### src/rtl/param_ring_counter_if.sv
// Control and status bundle for the parameterised ring/Johnson counter.
// The master side drives the step/load controls; the slave side is the counter.
interface param_ring_counter_if #(
  parameter int WIDTH = 4
);
  logic             enable;
  logic             mode;
  logic             up_down;
  logic             load;
  logic [WIDTH-1:0] load_value;
  logic [WIDTH-1:0] count_out;
  logic             wrap;
  logic             illegal;

  modport master (
    output enable, mode, up_down, load, load_value,
    input  count_out, wrap, illegal
  );

  modport slave (
    input  enable, mode, up_down, load, load_value,
    output count_out, wrap, illegal
  );
endinterface

### src/rtl/param_ring_counter.sv
// Ring (one-hot rotate) / Johnson (twisted ring) counter with load,
// direction control, wrap pulse and illegal-state self-correction.
module param_ring_counter #(
  parameter int WIDTH = 4
) (
  input  logic                 clk,
  input  logic                 rst_n,
  param_ring_counter_if.slave  bus
);
  localparam logic             MODE_RING    = 1'b0;
  localparam logic             MODE_JOHNSON = 1'b1;
  localparam logic [WIDTH-1:0] RING_SEED    = WIDTH'(1);
  localparam logic [WIDTH-1:0] JOHNSON_SEED = '0;

  logic [WIDTH-1:0] count_reg, count_next;
  logic             mode_reg, mode_next;
  logic             wrap_reg, wrap_next;
  logic [WIDTH-1:0] stepped;
  logic [WIDTH-2:0] trans;
  logic             ring_legal, johnson_legal, illegal;

  function automatic logic [WIDTH-1:0] seed_of(input logic m);
    return (m == MODE_JOHNSON) ? JOHNSON_SEED : RING_SEED;
  endfunction

  // Adjacent-bit transitions; a legal Johnson state has at most one.
  for (genvar gi = 0; gi < WIDTH - 1; gi++) begin : g_trans
    assign trans[gi] = count_reg[gi] ^ count_reg[gi+1];
  end

  assign ring_legal    = (count_reg != '0) &&
                         ((count_reg & (count_reg - WIDTH'(1))) == '0);
  assign johnson_legal = ((trans & (trans - (WIDTH-1)'(1))) == '0);
  assign illegal       = (mode_reg == MODE_JOHNSON) ? ~johnson_legal : ~ring_legal;

  always_comb begin
    stepped = count_reg;
    case ({mode_reg, bus.up_down})
      {MODE_RING,    1'b1}: stepped = {count_reg[WIDTH-2:0], count_reg[WIDTH-1]};
      {MODE_RING,    1'b0}: stepped = {count_reg[0], count_reg[WIDTH-1:1]};
      {MODE_JOHNSON, 1'b1}: stepped = {count_reg[WIDTH-2:0], ~count_reg[WIDTH-1]};
      default:              stepped = {~count_reg[0], count_reg[WIDTH-1:1]};
    endcase
  end

  // Priority: load, mode change, self-correction, step, hold.
  always_comb begin
    count_next = count_reg;
    mode_next  = mode_reg;
    wrap_next  = 1'b0;
    if (bus.load) begin
      count_next = bus.load_value;
      mode_next  = bus.mode;
    end else if (bus.mode != mode_reg) begin
      mode_next  = bus.mode;
      count_next = seed_of(bus.mode);
    end else if (bus.enable) begin
      if (illegal) begin
        count_next = seed_of(mode_reg);
      end else begin
        count_next = stepped;
        wrap_next  = (stepped == seed_of(mode_reg));
      end
    end
  end

  always_ff @(posedge clk or negedge rst_n) begin
    if (!rst_n) begin
      count_reg <= RING_SEED;
      mode_reg  <= MODE_RING;
      wrap_reg  <= 1'b0;
    end else begin
      count_reg <= count_next;
      mode_reg  <= mode_next;
      wrap_reg  <= wrap_next;
    end
  end

  assign bus.count_out = count_reg;
  assign bus.wrap      = wrap_reg;
  assign bus.illegal   = illegal;
endmodule

### src/flat_wrapper.sv
// flat-port wrapper written by rule: the top's interface ports become plain ports
module param_ring_counter_flat 
#(
  parameter int WIDTH = 4
)
  (clk, rst_n, bus_enable, bus_mode, bus_up_down, bus_load, bus_load_value, bus_count_out, bus_wrap, bus_illegal);
  param_ring_counter_if #(.WIDTH(WIDTH)) bus_i ();
  input  logic clk;
  input  logic rst_n;
  input wire logic [$bits(bus_i.enable)-1:0] bus_enable;
  input wire logic [$bits(bus_i.mode)-1:0] bus_mode;
  input wire logic [$bits(bus_i.up_down)-1:0] bus_up_down;
  input wire logic [$bits(bus_i.load)-1:0] bus_load;
  input wire logic [$bits(bus_i.load_value)-1:0] bus_load_value;
  output wire logic [$bits(bus_i.count_out)-1:0] bus_count_out;
  output wire logic [$bits(bus_i.wrap)-1:0] bus_wrap;
  output wire logic [$bits(bus_i.illegal)-1:0] bus_illegal;
  assign bus_i.enable = bus_enable;
  assign bus_i.mode = bus_mode;
  assign bus_i.up_down = bus_up_down;
  assign bus_i.load = bus_load;
  assign bus_i.load_value = bus_load_value;
  assign bus_count_out = bus_i.count_out;
  assign bus_wrap = bus_i.wrap;
  assign bus_illegal = bus_i.illegal;
  param_ring_counter #(.WIDTH(WIDTH)) u_core (.clk(clk), .rst_n(rst_n), .bus(bus_i));
endmodule
### config.mk
export PLATFORM = sky130hd
export DESIGN_NAME = param_ring_counter_flat
export DESIGN_NICKNAME = d
export VERILOG_FILES = /design/src/rtl/param_ring_counter_if.sv /design/src/rtl/param_ring_counter.sv /design/src/flat_wrapper.sv
export SDC_FILE = /design/constraint.sdc
export NUM_CORES = 1
export LEC_CHECK = 0
export CAP_MARGIN = 10
export CORE_AREA = 5 5 42 44
export CTS_CLUSTER_DIAMETER = 120
export CTS_CLUSTER_SIZE = 28
export DETAILED_ROUTE_END_ITERATION = 10
export DIE_AREA = 0 0 47 49
export DONT_BUFFER_PORTS = 1
export PLACE_DENSITY_LB_ADDON = 0.25
export SLEW_MARGIN = 20
export SYNTH_ARGS = -nofsm -noshare
export SYNTH_HDL_FRONTEND = slang
export SYNTH_SLANG_ARGS = --single-unit
### constraint.sdc
create_clock -name clk -period 3 [get_ports clk]
set_clock_uncertainty 0.05 [all_clocks]
set_input_delay 0 -clock clk [delete_from_list [all_inputs] [get_ports clk]]
set_output_delay 0 -clock clk [all_outputs]
set_load 0.05 [all_outputs]
# Word-level counts from Yosys, hierarchy flattened
# Index checks and enable logic that the tools add are counted.
# totals
register_bits,6
wordCells,39
in_bits,10
# op_classes
n_reduce_logical,7
muxes,14
n_eq_ne,4
addsub,2
n_bitwise,9
# op_table
op,n
$mux 4,4
$pmux 4 s3,1
$mux 1,9
$and 4x4->4,1
$eq 4x4->1,1
$logic_not 4->1,1
$not 1->1,4
$reduce_bool 4->1,1
$sub 4x1->4 const B,1
$and 3x3->3,1
$logic_not 3->1,1
$reduce_bool 3->1,1
$sub 3x1->3 const B,1
$xor 1x1->1,3
$eq 2x1->1 const B,1
$eq 2x2->1 const B,1
$logic_not 2->1,1
$reduce_bool 2->1,1
$logic_and 1x1->1,1
$ne 1x1->1,1

# Longest topological paths before layout
# logic_depth
ltp_word,10
mapped_depth,7

# Least setup slack after synthesis
# No wires, ideal clock.
# synth_timing
path_kind,register -> output
from,register u_core.count_reg[1] (netlist: u_core.bus.count_out[1])
to,output port bus_illegal
path_stages_with_launch,7
path_buffers,0
path_slack_ns,0.940
t_required_ns,2.950
t_arrival_ns,2.010
path_cell_list,dfrtp_1 inv_1 ha_1 mux2_2 a211oi_2 or2_1 nand2_1
# synth_via
elab_chain_len,6
word_cells_on_any_way,13
cone_classes,2 x add/sub; 1 x mux; 6 x bitwise; 4 x reduce/logical
# synth_rtl
element,line_no,rtl
from (decl),param_ring_counter.sv:15,"logic [WIDTH-1:0] count_reg, count_next;"
from (signal assigned),param_ring_counter.sv:73,count_reg <= count_next;
$sub 4x1->4 / $xor 1x1->1 (equally long branches),"param_ring_counter.sv:32, param_ring_counter.sv:28",
$and 4x4->4 / $sub 3x1->3 (equally long branches),"param_ring_counter.sv:32, param_ring_counter.sv:33",
$logic_not 4->1 / $and 3x3->3 (equally long branches),"param_ring_counter.sv:32, param_ring_counter.sv:33",
$logic_and 1x1->1 / $logic_not 3->1 (equally long branches),"param_ring_counter.sv:31, param_ring_counter.sv:33",
$not 1->1,param_ring_counter.sv:34,assign illegal = (mode_reg == MODE_JOHNSON) ? ~johnson_legal : ~ring_legal;
$mux 1 *,param_ring_counter.sv:34,
to (decl),flat_wrapper.sv:17,output wire logic [$bits(bus_i.illegal)-1:0] bus_illegal;
# Mark *: on every way between the ends. The rest lies on a longest branch, timed or not.

# Worst setup path in the final report
# layout_timing
from,register u_core.mode_reg
to,register u_core.count_reg[0] (netlist: u_core.bus.count_out[0])
# layout_via
elab_chain_len,6
word_cells_on_any_way,12
cone_classes,3 x eq/ne; 7 x mux; 2 x reduce/logical
# layout_rtl
element,line_no,rtl
from (decl),param_ring_counter.sv:16,"logic mode_reg, mode_next;"
from (signal assigned),param_ring_counter.sv:74,mode_reg <= mode_next;
$eq 2x2->1 (tied with other cells),param_ring_counter.sv:38,"case ({mode_reg, bus.up_down})"
$pmux 4 s3,param_ring_counter.sv:38,
$mux 4,param_ring_counter.sv:58,if (illegal) begin
$mux 4,param_ring_counter.sv:57,end else if (bus.enable) begin
$mux 4,param_ring_counter.sv:54,end else if (bus.mode != mode_reg) begin
$mux 4,param_ring_counter.sv:51,if (bus.load) begin
# Several ways; a longest one is shown, not always the timed one. The select of a mux whose other input is x is not followed.
# A chain may end at the register's enable or synchronous reset.

==> reports/metrics.csv <==
metric;value;unit
end_kind;flop;
antennaDiodeCount;0;
antenna_found_initial;0;
drt_pre_antenna_iters;6;
cts.reportedPaths.clkPinSlew;0.06;ns
async_reset_ff_share;100;%
die_w;47;um
cts_resized;0;
p_comb_share;42.5;%
worstMarginPinSlew;0.463;ns
multiInputGateArea;352;um2
drcViolationCount;0;
initial_utilization;40.9;%
peakVddDrop;0.000214;V
p_per_area;439;nW/um2
drv_slew;0;
power.switching;0.000121;W
path_max_fanout;8;
run_status;complete, no violations;
worstPathRequired;3.13;ns
routedWlPerCell;15.9;um
clockPowerShare;27.2;%
vias;503;
cts-root-buf;clkbuf_4;
grt_setup_unrepaired;no;
grt_max_degree;9;
crit_start;u_core.mode_reg;
netSwitchingFraction;38.9;%
dieArea;2300;um2
grt_pass1_wl;2250;um
clkSinkCount;6;
viasPerCell;5.59;
row_count;14;
yosys_most_used_dff;dfrtp_1;
ys_seq_area_share;26.4;%
pwr-share-seq;30.3;%
synth_nets;75;
ys_ff_latch;6;
fin_crit_sh;83.6;%
fmax;399;MHz
grt_pass1_vias;542;
cts_tree;yes;
grt.overflow.total;0;
avgSynthCellArea;9.55;um2
cts-buffers-inserted;3;
synth_area;573;um2
ant_nets;0;
hold_viol;0;
coreArea;1400;um2
cap_violations;0;
pin_count;16;
hpwl;1030;um
routed_wl;1430;um
numPortBuffers;0;
largest_register_ffs;4;
synth_edf_count;0;
regArea;151;um2
htreeDepth;1;
setup_viol;0;
gp_congestion;0.877;
drive_above_1_share;18.9;%
fin_nets;90;
clk_path_buf_depth;2;
yosys_warnings;0;
grtUsageTotal;13.5;%
fin_crit;2.51;ns
clk_latency;0.26;ns
die_h;49;um
start_kind;flop;
first_iter_violations;9;
nFillCells;131;
r2r_start;u_core.mode_reg;
yosysUniqueCellTypes;31;
hold_path_class;in2async;
finalPower;0.000312;W
slew-limit-headroom;69.0;%
crit_arrival;2.64;ns
worstSetupPathType;reg2reg;
syn_to_final_growth;24.2;%
internal_power;0.000191;W
fin_setup_tns;0;ns
synth_cells;60;
total_leakage_power;0.310;nW
[final cells by class]
class	instances	share of cell area (%)
Inverter	6	3.16
Multi-Input combinational cell	43	49.4
Timing Repair Buffer	15	19.7
Tap cell	16	2.81
Sequential cell	6	21.3
Clock buffer	4	3.69
[critical path, stage by stage, from the launching register on]
cell and delay [ns]:
dfrtp_1 0.51, xor2_2 0.25, nor3b_4 0.26, dlygate4sd3_1 0.58, inv_1 0.04, o211ai_1 0.17, dlygate4sd3_1 0.59
[placed cells by master, fill, tap and decap left out, types with 2 or more instances in the layout]
cell type | netlist | final
dfrtp_1 | 5 | 5
inv_1 | 6 | 6
nor2_1 | 5 | 5
clkbuf_4 | 0 | 3
buf_4 | 1 | 4
ha_1 | 5 | 5
a22oi_1 | 4 | 4
o21ai_1 | 3 | 3
nand2_1 | 4 | 4
mux2i_1 | 2 | 2
a21oi_1 | 2 | 2
dlygate4sd3_1 | 0 | 11
xnor2_1 | 2 | 2
[final timing paths]
| check | to | slack, ns | cells after the start |
|---|---|---|---|
| setup / recovery | u_core.bus.count_out[0] | 0.49 | 6 |
| hold / removal | u_core.bus.count_out[3] | 0.006 | 1 |
| setup reg to reg | u_core.bus.count_out[0] | 0.49 | 6 |
| hold reg to reg | u_core.bus.wrap | 0.63 | 2 |
| max in group asynchronous | u_core.bus.count_out[0] | 2.60 | 1 |
| min in group clk | u_core.bus.count_out[2] | 0.01 | 3 |
[cell usage after synthesis, types with 2 or more instances]
cell type,number,area (um2)
nand2_1,4,15.0
a21oi_1,2,10.0
mux2i_1,2,20.0
nor2_1,5,18.8
a22oi_1,4,30.0
o21ai_1,3,15.0
ha_1,5,62.6
dfrtp_1,5,125
buf_6,2,22.5
inv_1,6,22.5
xnor2_1,2,17.5
[per-stage QoR]
stage	cell area (um2)	utilization, %	hold slack (ns)	setup WS (ns)	std cells
3_3_place_gp	576	41.1	-0.345	1.22	75
2_1_floorplan	573	-	-0.346	0.940	60
4_1_cts	712	50.8	0.00430	0.564	90
5_1_grt	712	50.8	0.0285	0.411	90
6_report	712	50.8	0.00612	0.492	90
3_5_place_dp	576	41.1	-0.345	1.22	75
[cells by family after synthesis]
group,count (synthesis),share of synthesized area (%)
buffers and inverters,11,12.2
flip-flops,6,26.4
AND/OR/NAND/NOR,14,14.6
multiplexers,3,5.46
XOR/XNOR,3,5.90
adder cells (fa/ha/maj),6,12.7
AO/OA/AOI/OAI,17,22.7
[power by group through the flow]
stage          Sequential, W   Clock, W  Combinational, W
2_1_floorplan       0.000118          0         0.0000795
3_3_place_gp       0.0000958          0          0.000115
6_report           0.0000947  0.0000849          0.000133
4_1_cts            0.0000949  0.0000844          0.000132
3_5_place_dp       0.0000961          0          0.000115
5_1_grt            0.0000955  0.0000896          0.000143
[metal layers]
layer  part of all wire [%]  global-route usage [%]  wire length [um]
met1                     42                    15.3               602
met2                     48                    21.0               680
met3                    7.6                    4.43               109
met4                    2.4                    7.83                34
met5                      0                       0                 0
[repair_timing]
action	4_1_cts	5_1_grt
buffers inserted	0	0
hold buffers	11	0
endpoints found under the hold margin	12	0
No activity file was read; power rests on OpenSTA's default activity.
